**src/rtl/mem_read_arbiter.sv**
```systemverilog
// mem_read_arbiter
//   Shares one line-wide memory read port between two cache requesters
//   (req 0 = instruction cache, req 1 = data cache). A winner is picked in
//   IDLE, its line address is latched, and the port is held (GRANT) until
//   the memory returns the line. The response is then routed back to the
//   owner. One idle cycle always separates two transactions.
//
//   Build option: define ARB_ROUND_ROBIN_EN to break simultaneous requests
//   by round robin. Without it, requester 0 has fixed priority.
//
// Ports
//   clk_i, rst_i                    clock (rising edge), sync active-high reset
//   reqN_addr_i / reqN_read_en_i    requester N line address / read request
//   reqN_read_valid_o / _data_o     requester N returned line
//   mem_addr_o / mem_read_en_o      request to memory (non-zero only in GRANT)
//   mem_read_valid_i / _data_i      memory response
//   busy_o                          port owned (GRANT)
//   owner_o                         index of the current or last owner
//   grant_cnt0_o / grant_cnt1_o     saturating grant counters
module mem_read_arbiter #(
  parameter int unsigned LineSize  = 128,
  parameter int unsigned AddrWidth = 32,
  parameter int unsigned CntWidth  = 16
) (
  input  logic                 clk_i,
  input  logic                 rst_i,
  input  logic [AddrWidth-1:0] req0_addr_i,
  input  logic                 req0_read_en_i,
  output logic                 req0_read_valid_o,
  output logic [LineSize-1:0]  req0_read_data_o,
  input  logic [AddrWidth-1:0] req1_addr_i,
  input  logic                 req1_read_en_i,
  output logic                 req1_read_valid_o,
  output logic [LineSize-1:0]  req1_read_data_o,
  output logic [AddrWidth-1:0] mem_addr_o,
  output logic                 mem_read_en_o,
  input  logic                 mem_read_valid_i,
  input  logic [LineSize-1:0]  mem_read_data_i,
  output logic                 busy_o,
  output logic                 owner_o,
  output logic [CntWidth-1:0]  grant_cnt0_o,
  output logic [CntWidth-1:0]  grant_cnt1_o
);

  typedef enum logic {
    IDLE,
    GRANT
  } state_e;

  state_e                 state_q, state_d;
  logic [AddrWidth-1:0]   addr_q, addr_d;
  logic                   owner_q, owner_d;
  logic                   last_grant_q, last_grant_d;
  logic [CntWidth-1:0]    cnt0_q, cnt0_d;
  logic [CntWidth-1:0]    cnt1_q, cnt1_d;

  logic                   winner;
  logic                   resp0, resp1;

  // Winner is only meaningful when at least one request is present.
`ifdef ARB_ROUND_ROBIN_EN
  // last_grant resets to 1, so requester 0 takes the first tie.
  always_comb begin
    if (req0_read_en_i && req1_read_en_i) winner = ~last_grant_q;
    else                                  winner = req1_read_en_i;
  end
`else
  always_comb winner = ~req0_read_en_i;
`endif

  always_comb begin
    state_d      = state_q;
    addr_d       = addr_q;
    owner_d      = owner_q;
    last_grant_d = last_grant_q;
    cnt0_d       = cnt0_q;
    cnt1_d       = cnt1_q;
    unique case (state_q)
      IDLE: begin
        if (req0_read_en_i || req1_read_en_i) begin
          state_d      = GRANT;
          addr_d       = winner ? req1_addr_i : req0_addr_i;
          owner_d      = winner;
          last_grant_d = winner;
          if (!winner && cnt0_q != '1) cnt0_d = cnt0_q + CntWidth'(1);
          if ( winner && cnt1_q != '1) cnt1_d = cnt1_q + CntWidth'(1);
        end
      end
      GRANT: begin
        if (mem_read_valid_i) state_d = IDLE;
      end
      default: state_d = IDLE;
    endcase
  end

  always_ff @(posedge clk_i) begin
    if (rst_i) begin
      state_q      <= IDLE;
      addr_q       <= '0;
      owner_q      <= 1'b0;
      last_grant_q <= 1'b1;
      cnt0_q       <= '0;
      cnt1_q       <= '0;
    end else begin
      state_q      <= state_d;
      addr_q       <= addr_d;
      owner_q      <= owner_d;
      last_grant_q <= last_grant_d;
      cnt0_q       <= cnt0_d;
      cnt1_q       <= cnt1_d;
    end
  end

  // A response reaches the owner only if it is still requesting; otherwise
  // the line is discarded but the transaction still completes.
  always_comb begin
    resp0 = (state_q == GRANT) && mem_read_valid_i && !owner_q && req0_read_en_i;
    resp1 = (state_q == GRANT) && mem_read_valid_i &&  owner_q && req1_read_en_i;
  end

  always_comb begin
    busy_o            = (state_q == GRANT);
    mem_read_en_o     = (state_q == GRANT);
    mem_addr_o        = (state_q == GRANT) ? addr_q : '0;
    owner_o           = owner_q;
    grant_cnt0_o      = cnt0_q;
    grant_cnt1_o      = cnt1_q;
    req0_read_valid_o = resp0;
    req1_read_valid_o = resp1;
    req0_read_data_o  = resp0 ? mem_read_data_i : '0;
    req1_read_data_o  = resp1 ? mem_read_data_i : '0;
  end

endmodule
```
**config.mk**
```make
export PLATFORM = sky130hd
export DESIGN_NAME = mem_read_arbiter
export DESIGN_NICKNAME = d
export VERILOG_FILES = /design/src/rtl/mem_read_arbiter.sv
export SDC_FILE = /design/constraint.sdc
export NUM_CORES = 1
export LEC_CHECK = 0
export CORE_AREA = 2 2 203 205
export DETAILED_ROUTE_END_ITERATION = 12
export DIE_AREA = 0 0 205 207
export DONT_BUFFER_PORTS = 1
export PLACE_DENSITY_LB_ADDON = 0.3
export SYNTH_ARGS = -nofsm -noshare
export SYNTH_HDL_FRONTEND = slang
export SYNTH_SLANG_ARGS = --single-unit
```
**constraint.sdc**
```tcl
create_clock -name clk_i -period 3.8 [get_ports clk_i]
set_clock_uncertainty 0.05 [all_clocks]
set_input_delay 0 -clock clk_i [delete_from_list [all_inputs] [get_ports clk_i]]
set_output_delay 0 -clock clk_i [all_outputs]
set_load 0.005 [all_outputs]
```
==> out/results.tsv, run 1 <==
stage	metric	value	unit
min_path	WHS Endpoint	busy_o	
setup_path	RR Startpoint	grant_cnt1_o[1]	
power	Leakage	2.39	nW
logic_synthesis	cell taking the most area after synthesis	and2_1	
min_path	HP Class	input port to flip-flop	
clocking	clock root buffer	clkbuf_16	
die	core footprint	40400	um2
clocking	clock latency on the worst-skew pair	0.35	ns
final_layout	fin util	16.4	%
setup_path	CP max stage delay	0.98	ns
detailed_routing	WL/cell	25.3	um
detailed_routing	DR top layer	met5	
timing	Final Worst Setup Slack	1.16	ns
setup_path	CP bufs+invs	1	
logic_synthesis	post-synthesis async set-or-reset flop share	0	%
power	internal power	1.33	mW
detailed_routing	Final ANT Viol Nets	0	
setup_path	critical path type	flip-flop to output port	
setup_path	Worst R2R Path Depth	5	
die	row cnt	74	
logic_synthesis	post-synthesis compound-gate area fraction	12.6	%
final_layout	share of layout cells above drive strength 1	4.48	%
logic_synthesis	syn avg cell area	7.67	um2
power	part of the power in registers	40.9	%
setup_path	CP delay by family, top	simple AND/OR/NAND/NOR gates	
logic_synthesis	post-synth cell types	45	
clocking	TritonCTS Sinks	66	
timing	Pins Over Slew Limit	0	
min_path	Worst Min Path Start	req0_read_en_i	
die	I/O pins	522	
timing	RSZ-0062 raised after global routing	no	
timing	period utilization	69.4	%
place	Final GP Congestion	0.942	
detailed_routing	Initial DRT Pass Iterations	6	
setup_path	Crit-path slowest cell	and4b_4	
setup_path	CP Capture Type	output port	
logic_synthesis	top post-synthesis cells by count	and2_1 (289), dfxtp_1 (66), clkbuf_1 (45)	
global_routing	antenna violations before repair	43	
logic_synthesis	Syn Inst Count	663	
setup_path	crit path launch type	flip-flop	
final_layout	Post-Layout Inst Area	6630	um2
setup_path	highest fanout seen on the critical path	129	
die	Initial Utilization	12.6	%
logic_synthesis	Synth Area in XOR/XNOR	0.172	%
timing	Final Hold Vio Count	0	
logic_synthesis	fraction of the mapped netlist area in adder cells	0.492	%
place	Port-buffer cells	0	
clocking	clock-pin slew on the worst setup and hold paths	0.06	ns
power	power per standard cell area	278	nW/um2
global_routing	Congestion Overflow GR	0	
die	Die ar.	42400	um2
timing	Sum Neg Setup Slack	0	ns
detailed_routing	vias	5338	
timing	Tightest Pin Transition	1.22	ns
final_layout	P&R area growth vs syn	30.5	%
detailed_routing	metal3 WL	3890	um
detailed_routing	drt initial violations	337	
logic_synthesis	post-synthesis sequential area ratio	26.0	%
logic_synthesis	cell with the most instances after synthesis	and2_1	
die	chip width	205	um
logic_synthesis	Synth Register Bits	66	
power	sw frac	27.8	%
logic_synthesis	dominant synthesized flop cell	dfxtp_1	
run_status	status	finished clean	
detailed_routing	wl on met1	12200	um
clocking	CTS Buf Count	9	
logic_synthesis	mux share of post-synthesis cell area	6.72	%
place	DPL Wire Length	26300	um
detailed_routing	Vias/cell	4.22	
setup_path	worst path cell trace	buf_4, and4b_4, and2_1	
setup_path	Worst R2R Setup Slack	1.49	ns
timing	post-layout min period	2.64	ns
logic_synthesis	Synth top area share	35.6	%
logic_synthesis	Yosys warnings	0	
detailed_routing	DRC viols	0	
die	Die Height	207	um
setup_path	CP Data Required Time	3.75	ns
timing	setup violators final	0	
detailed_routing	met2 wire len	15100	um
logic_synthesis	post-synthesis simple-gate area fraction	48.9	%
final_layout	nets@finish	886	
clocking	clk buf depth	2	
global_routing	GR Util All Layers	14.1	%
logic_synthesis	mapped cell area	5080	um2
power	clock network power share	43.6	%
power	Combinational Power Share	15.6	%
power	maximum vdd drop	263	uV
place	pre-CTS setup slack	1.52	ns
clocking	H-Tree Depth	3	
logic_synthesis	synth top area cells	and2_1 (36%), dfxtp_1 (26%), mux2i_1 (6.5%)	
global_routing	number of global-route vias before repair	4822	
min_path	Hold Crit Depth	3	
power	Psw	0.513	mW
timing	Peak Freq	0.379	GHz
global_routing	largest net degree at the start of global routing	130	
timing	Slew headroom	18.6	%
setup_path	Crit Reg-Reg Endpoint	grant_cnt1_o[6]	
global_routing	first-pass GRT wire length	41000	um
logic_synthesis	combinational family with the most area after synthesis	simple AND/OR/NAND/NOR gates	
detailed_routing	final wirelength	32000	um
logic_synthesis	EDFF count, synth	0	
place	Placement Cell Area	5540	um2
logic_synthesis	Synth Net Count	862	
clocking	CTS tree	done	
run	Max Cap Violations	0	
setup_path	CP arrival	2.59	ns
-- tightest hold or removal path: cells and delay by family --
family / cells / cell delay (ns)
compound gates: 1 / 0.06
buf+inv: 1 / 0.17
simple gates: 1 / 0.16
-- cell usage in the layout, fill, tap and decap left out, types with 2 or more instances in the layout --
| cell type | netlist | final |
|---|---|---|
| and2_1 | 289 | 289 |
| dfxtp_1 | 66 | 66 |
| dlygate4sd3_1 | 0 | 66 |
| diode_2 | 0 | 40 |
| nor2_1 | 39 | 38 |
| a211oi_1 | 34 | 34 |
| mux2i_1 | 33 | 33 |
| a21oi_1 | 23 | 23 |
| or4_1 | 13 | 13 |
| o31ai_1 | 11 | 11 |
| nand3_1 | 10 | 10 |
| nand2_1 | 9 | 9 |
| clkbuf_16 | 0 | 9 |
| nand4_1 | 7 | 7 |
| nor3_1 | 6 | 6 |
| o41ai_1 | 6 | 6 |
| or3_1 | 6 | 6 |
| inv_1 | 5 | 5 |
| o21ai_0 | 5 | 5 |
| and4_1 | 6 | 5 |
| nor4_1 | 4 | 4 |
| nor2b_1 | 3 | 3 |
| o21ai_1 | 3 | 3 |
| o31a_1 | 3 | 3 |
| o21a_1 | 3 | 3 |
| clkinvlp_4 | 0 | 3 |
| nand4_2 | 2 | 2 |
| and3_1 | 2 | 2 |
| ha_1 | 2 | 2 |
| clkinv_2 | 0 | 2 |
| buf_16 | 0 | 2 |
| buf_4 | 2 | 2 |
-- power by group through the flow --
stage	Combinational, mW	Sequential, mW	Clock (mW)
3_3_place_gp	0.190	0.767	0
4_1_cts	0.284	0.753	0.835
3_5_place_dp	0.192	0.767	0
2_1_floorplan	0.176	0.761	0
6_report	0.287	0.753	0.803
5_1_grt	0.316	0.758	0.863
-- registers in the layout (all words and copies together) (netlist names) --
register,flops
addr_q,32
busy_o,1
grant_cnt0_o,16
grant_cnt1_o,16
owner_o,1
-- metal layers --
metal / GRT usage (%) / up-vias
met5: 0 / -
met4: 5.88 / 16
met3: 7.36 / 81
met2: 22.7 / 428
met1: 15.5 / 2455
li1: - / 2358
-- metrics by stage --
step | power (mW) | hold slack, ns | std cells
final | 1.84 | 0.0458 | 1264
after CTS | 1.87 | 0.0283 | 1224
after detailed placement | 0.959 | 0.0281 | 1140
after floorplan | 0.937 | 0.0496 | 663
after global placement | 0.957 | 0.0295 | 1140
after global routing | 1.94 | 0.0674 | 1256
-- area by class of cell --
class | count | area (um2)
clock inverters | 6 | 41.3
clock buffers | 10 | 239
multi-input cells | 535 | 3520
well taps | 532 | 666
fillers | 4559 | 33700
repair buffers | 70 | 731
inverters | 5 | 18.8
diodes | 40 | 100
flip-flops and latches | 66 | 1320
-- timing repair --
action,4_1_cts,5_1_grt
hold buffers,68,0
buffers inserted,0,0
gates resized for setup,0,0
hold endpoints to repair,66,0
-- worst max-delay path by stage --
stage / slack, ns / to / cells after the start / start
3_3_place_gp: 1.54 / grant_cnt1_o[6] / 5 / grant_cnt1_o[1]
4_1_cts: 1.16 / req0_read_data_o[8] / 3 / busy_o
6_report: 1.16 / req0_read_data_o[82] / 3 / busy_o
2_1_floorplan: 1.98 / grant_cnt1_o[4] / 6 / grant_cnt1_o[0]
3_5_place_dp: 1.52 / grant_cnt1_o[6] / 5 / grant_cnt1_o[1]
5_1_grt: 0.92 / req0_read_data_o[8] / 3 / busy_o
-- logic make-up after synthesis --
family | count (synthesis)
AO/OA/AOI/OAI | 93
AND/OR/NAND/NOR | 405
multiplexers | 34
XOR/XNOR | 1
flip-flops | 66
buffers and inverters | 62
adder cells (fa/ha/maj) | 2
No activity file was read; power rests on OpenSTA's default activity.
==> inputs of run 2 (changes only) <==
==> constraint.sdc (replaced) <==
create_clock -name clk_i -period 2.45 [get_ports clk_i]
set_clock_uncertainty 0.05 [all_clocks]
set_input_delay 0 -clock clk_i [delete_from_list [all_inputs] [get_ports clk_i]]
set_output_delay 0 -clock clk_i [all_outputs]
set_load 0.005 [all_outputs]
==> out/results.tsv, run 2 (synthesis gave the netlist of run 1 again) <==
stage	metric	value	unit	change
timing	post-layout min period	2.16	ns	
die	Die ar.	42400	um2	unchanged
power	Leakage	2.64	nW	+10%
setup_path	CP Data Required Time	2.40	ns	-1.35 ns
final_layout	register cell area after layout	1320	um2	unchanged
final_layout	number of fill cells	4499		-1.3%
clocking	CTS Buf Count	9		unchanged
clocking	clk buf depth	2		unchanged
die	core footprint	40400	um2	unchanged
timing	Sum Neg Setup Slack	0	ns	unchanged
power	Design Power	2.98	mW	+62%
run	Max Cap Violations	0		unchanged
final_layout	Largest register FFs	32		unchanged
clocking	clock latency on the worst-skew pair	0.35	ns	about the same
die	I/O pins	522		unchanged
timing	period utilization	88.3	%	
die	chip width	205	um	unchanged
clocking	TritonCTS Sinks	66		unchanged
place	Port-buffer cells	0		unchanged
final_layout	share of layout cells above drive strength 1	8.94	%	+4.5 points
final_layout	P&R area growth vs syn	39.8	%	
detailed_routing	final wirelength	32400	um	+1.2%
detailed_routing	Vias/cell	4.16		-1.5%
clocking	CTS tree	done		
timing	Peak Freq	0.462	GHz	
setup_path	crit path launch type	flip-flop		
global_routing	antenna violations before repair	8		-81%
global_routing	GR Util All Layers	14.4	%	+0.26 points
power	maximum vdd drop	343	uV	+30%
timing	setup violators final	0		unchanged
setup_path	CP arrival	2.11	ns	-0.48 ns
timing	Tightest Pin Transition	0.677	ns	-0.545 ns
run_status	status	finished clean		
detailed_routing	Final ANT Viol Nets	0		unchanged
clocking	clock root buffer	clkbuf_16		
clocking	H-Tree Depth	3		unchanged
setup_path	highest fanout seen on the critical path	83		-36%
die	Initial Utilization	12.6	%	unchanged
detailed_routing	DRC viols	0		unchanged
final_layout	multi-input logic area	3520	um2	unchanged
min_path	HP Class	input port to flip-flop		
detailed_routing	vias	5275		-1.2%
global_routing	Congestion Overflow GR	0		unchanged
final_layout	nets@finish	921		+4.0%
clocking	PostCTS Resize Cnt	0		unchanged
setup_path	critical path type	flip-flop to output port		
timing	Final Hold Vio Count	0		unchanged
timing	RSZ-0062 raised after global routing	no		
detailed_routing	WL/cell	25.5	um	+0.92%
place	DPL Wire Length	26600	um	+1.3%
die	Die Height	207	um	unchanged
final_layout	Largest Register	addr_q		
die	row cnt	74		unchanged
clocking	clock-pin slew on the worst setup and hold paths	0.06	ns	about the same
detailed_routing	Initial DRT Pass Iterations	5		-1
global_routing	first-pass GRT wire length	41800	um	+1.7%
final_layout	commonest non-fill, non-tap cell in the layout	and2_1		
global_routing	largest net degree at the start of global routing	92		-29%
final_layout	commonest non-fill, non-tap cells in the layout	and2_1 (289), dlygate4sd3_1 (67), dfxtp_1 (66), nor2_1 (38), a211oi_1 (34)		
timing	Pins Over Slew Limit	0		unchanged
detailed_routing	drt initial violations	296		-12%
setup_path	CP Capture Type	output port		
clocking	setup bufs post-CTS	0		unchanged
place	Final GP Congestion	0.946		+0.37%
timing	Slew headroom	54.7	%	+36 points
power	power per standard cell area	420	nW/um2	+51%
global_routing	number of global-route vias before repair	4877		+1.1%
[run 2: final cells by class]
type,instances,share of cell area [%]
multi-input cells,535,49.5
flip-flops and latches,66,18.6
repair buffers,105,17.7
well taps,532,9.37
clock buffers,9,3.17
clock inverters,7,1.09
diodes,9,0.317
inverters,5,0.264
[run 2: final timing paths]
check	startpoint	end	slack (ns)	cells after the start
worst max register to register	busy_o	grant_cnt0_o[5]	0.42	4
worst max-delay path	busy_o	req1_read_data_o[77]	0.29	4
worst min-delay path	req0_read_en_i	busy_o	0.04	3
worst min register to register	addr_q[4]	addr_q[4]	0.44	2
[run 2: report_power, final]
part	internal, mW	switching, mW
Sequential	1.13	0.0386
Combinational	0.228	0.231
Clock	0.793	0.560
[run 2: routing by layer]
layer	track usage (%)	part of all wire (%)
met1	14.7	35
met5	0	0.17
met2	24.1	47
met4	2.80	1.3
met3	9.90	16
[run 2: repair_timing]
action	in CTS	in global routing
endpoints found under the setup margin	0	0
hold buffers	69	0
hold endpoints to repair	66	0
[run 2: per-stage QoR]
step | instance area, um2 | util [%] | cells | hold slack (ns) | setup WS (ns)
finish | 7110 | 17.6 | 1268 | 0.0425 | 0.286
global placement | 6060 | 15.0 | 1174 | 0.0293 | 0.477
floorplan | 5080 | - | 663 | 0.0496 | 0.634
global route | 7090 | 17.6 | 1263 | 0.0483 | 0.108
CTS | 7080 | 17.5 | 1259 | 0.0372 | 0.231
detailed placement | 6060 | 15.0 | 1174 | 0.0307 | 0.414
[run 2: critical path, cell delays in order (launching register included)]
cell	delay [ns]
dfxtp_1	0.56
and4_4	0.48
buf_12	0.29
and2_1	0.21
buf_4	0.15
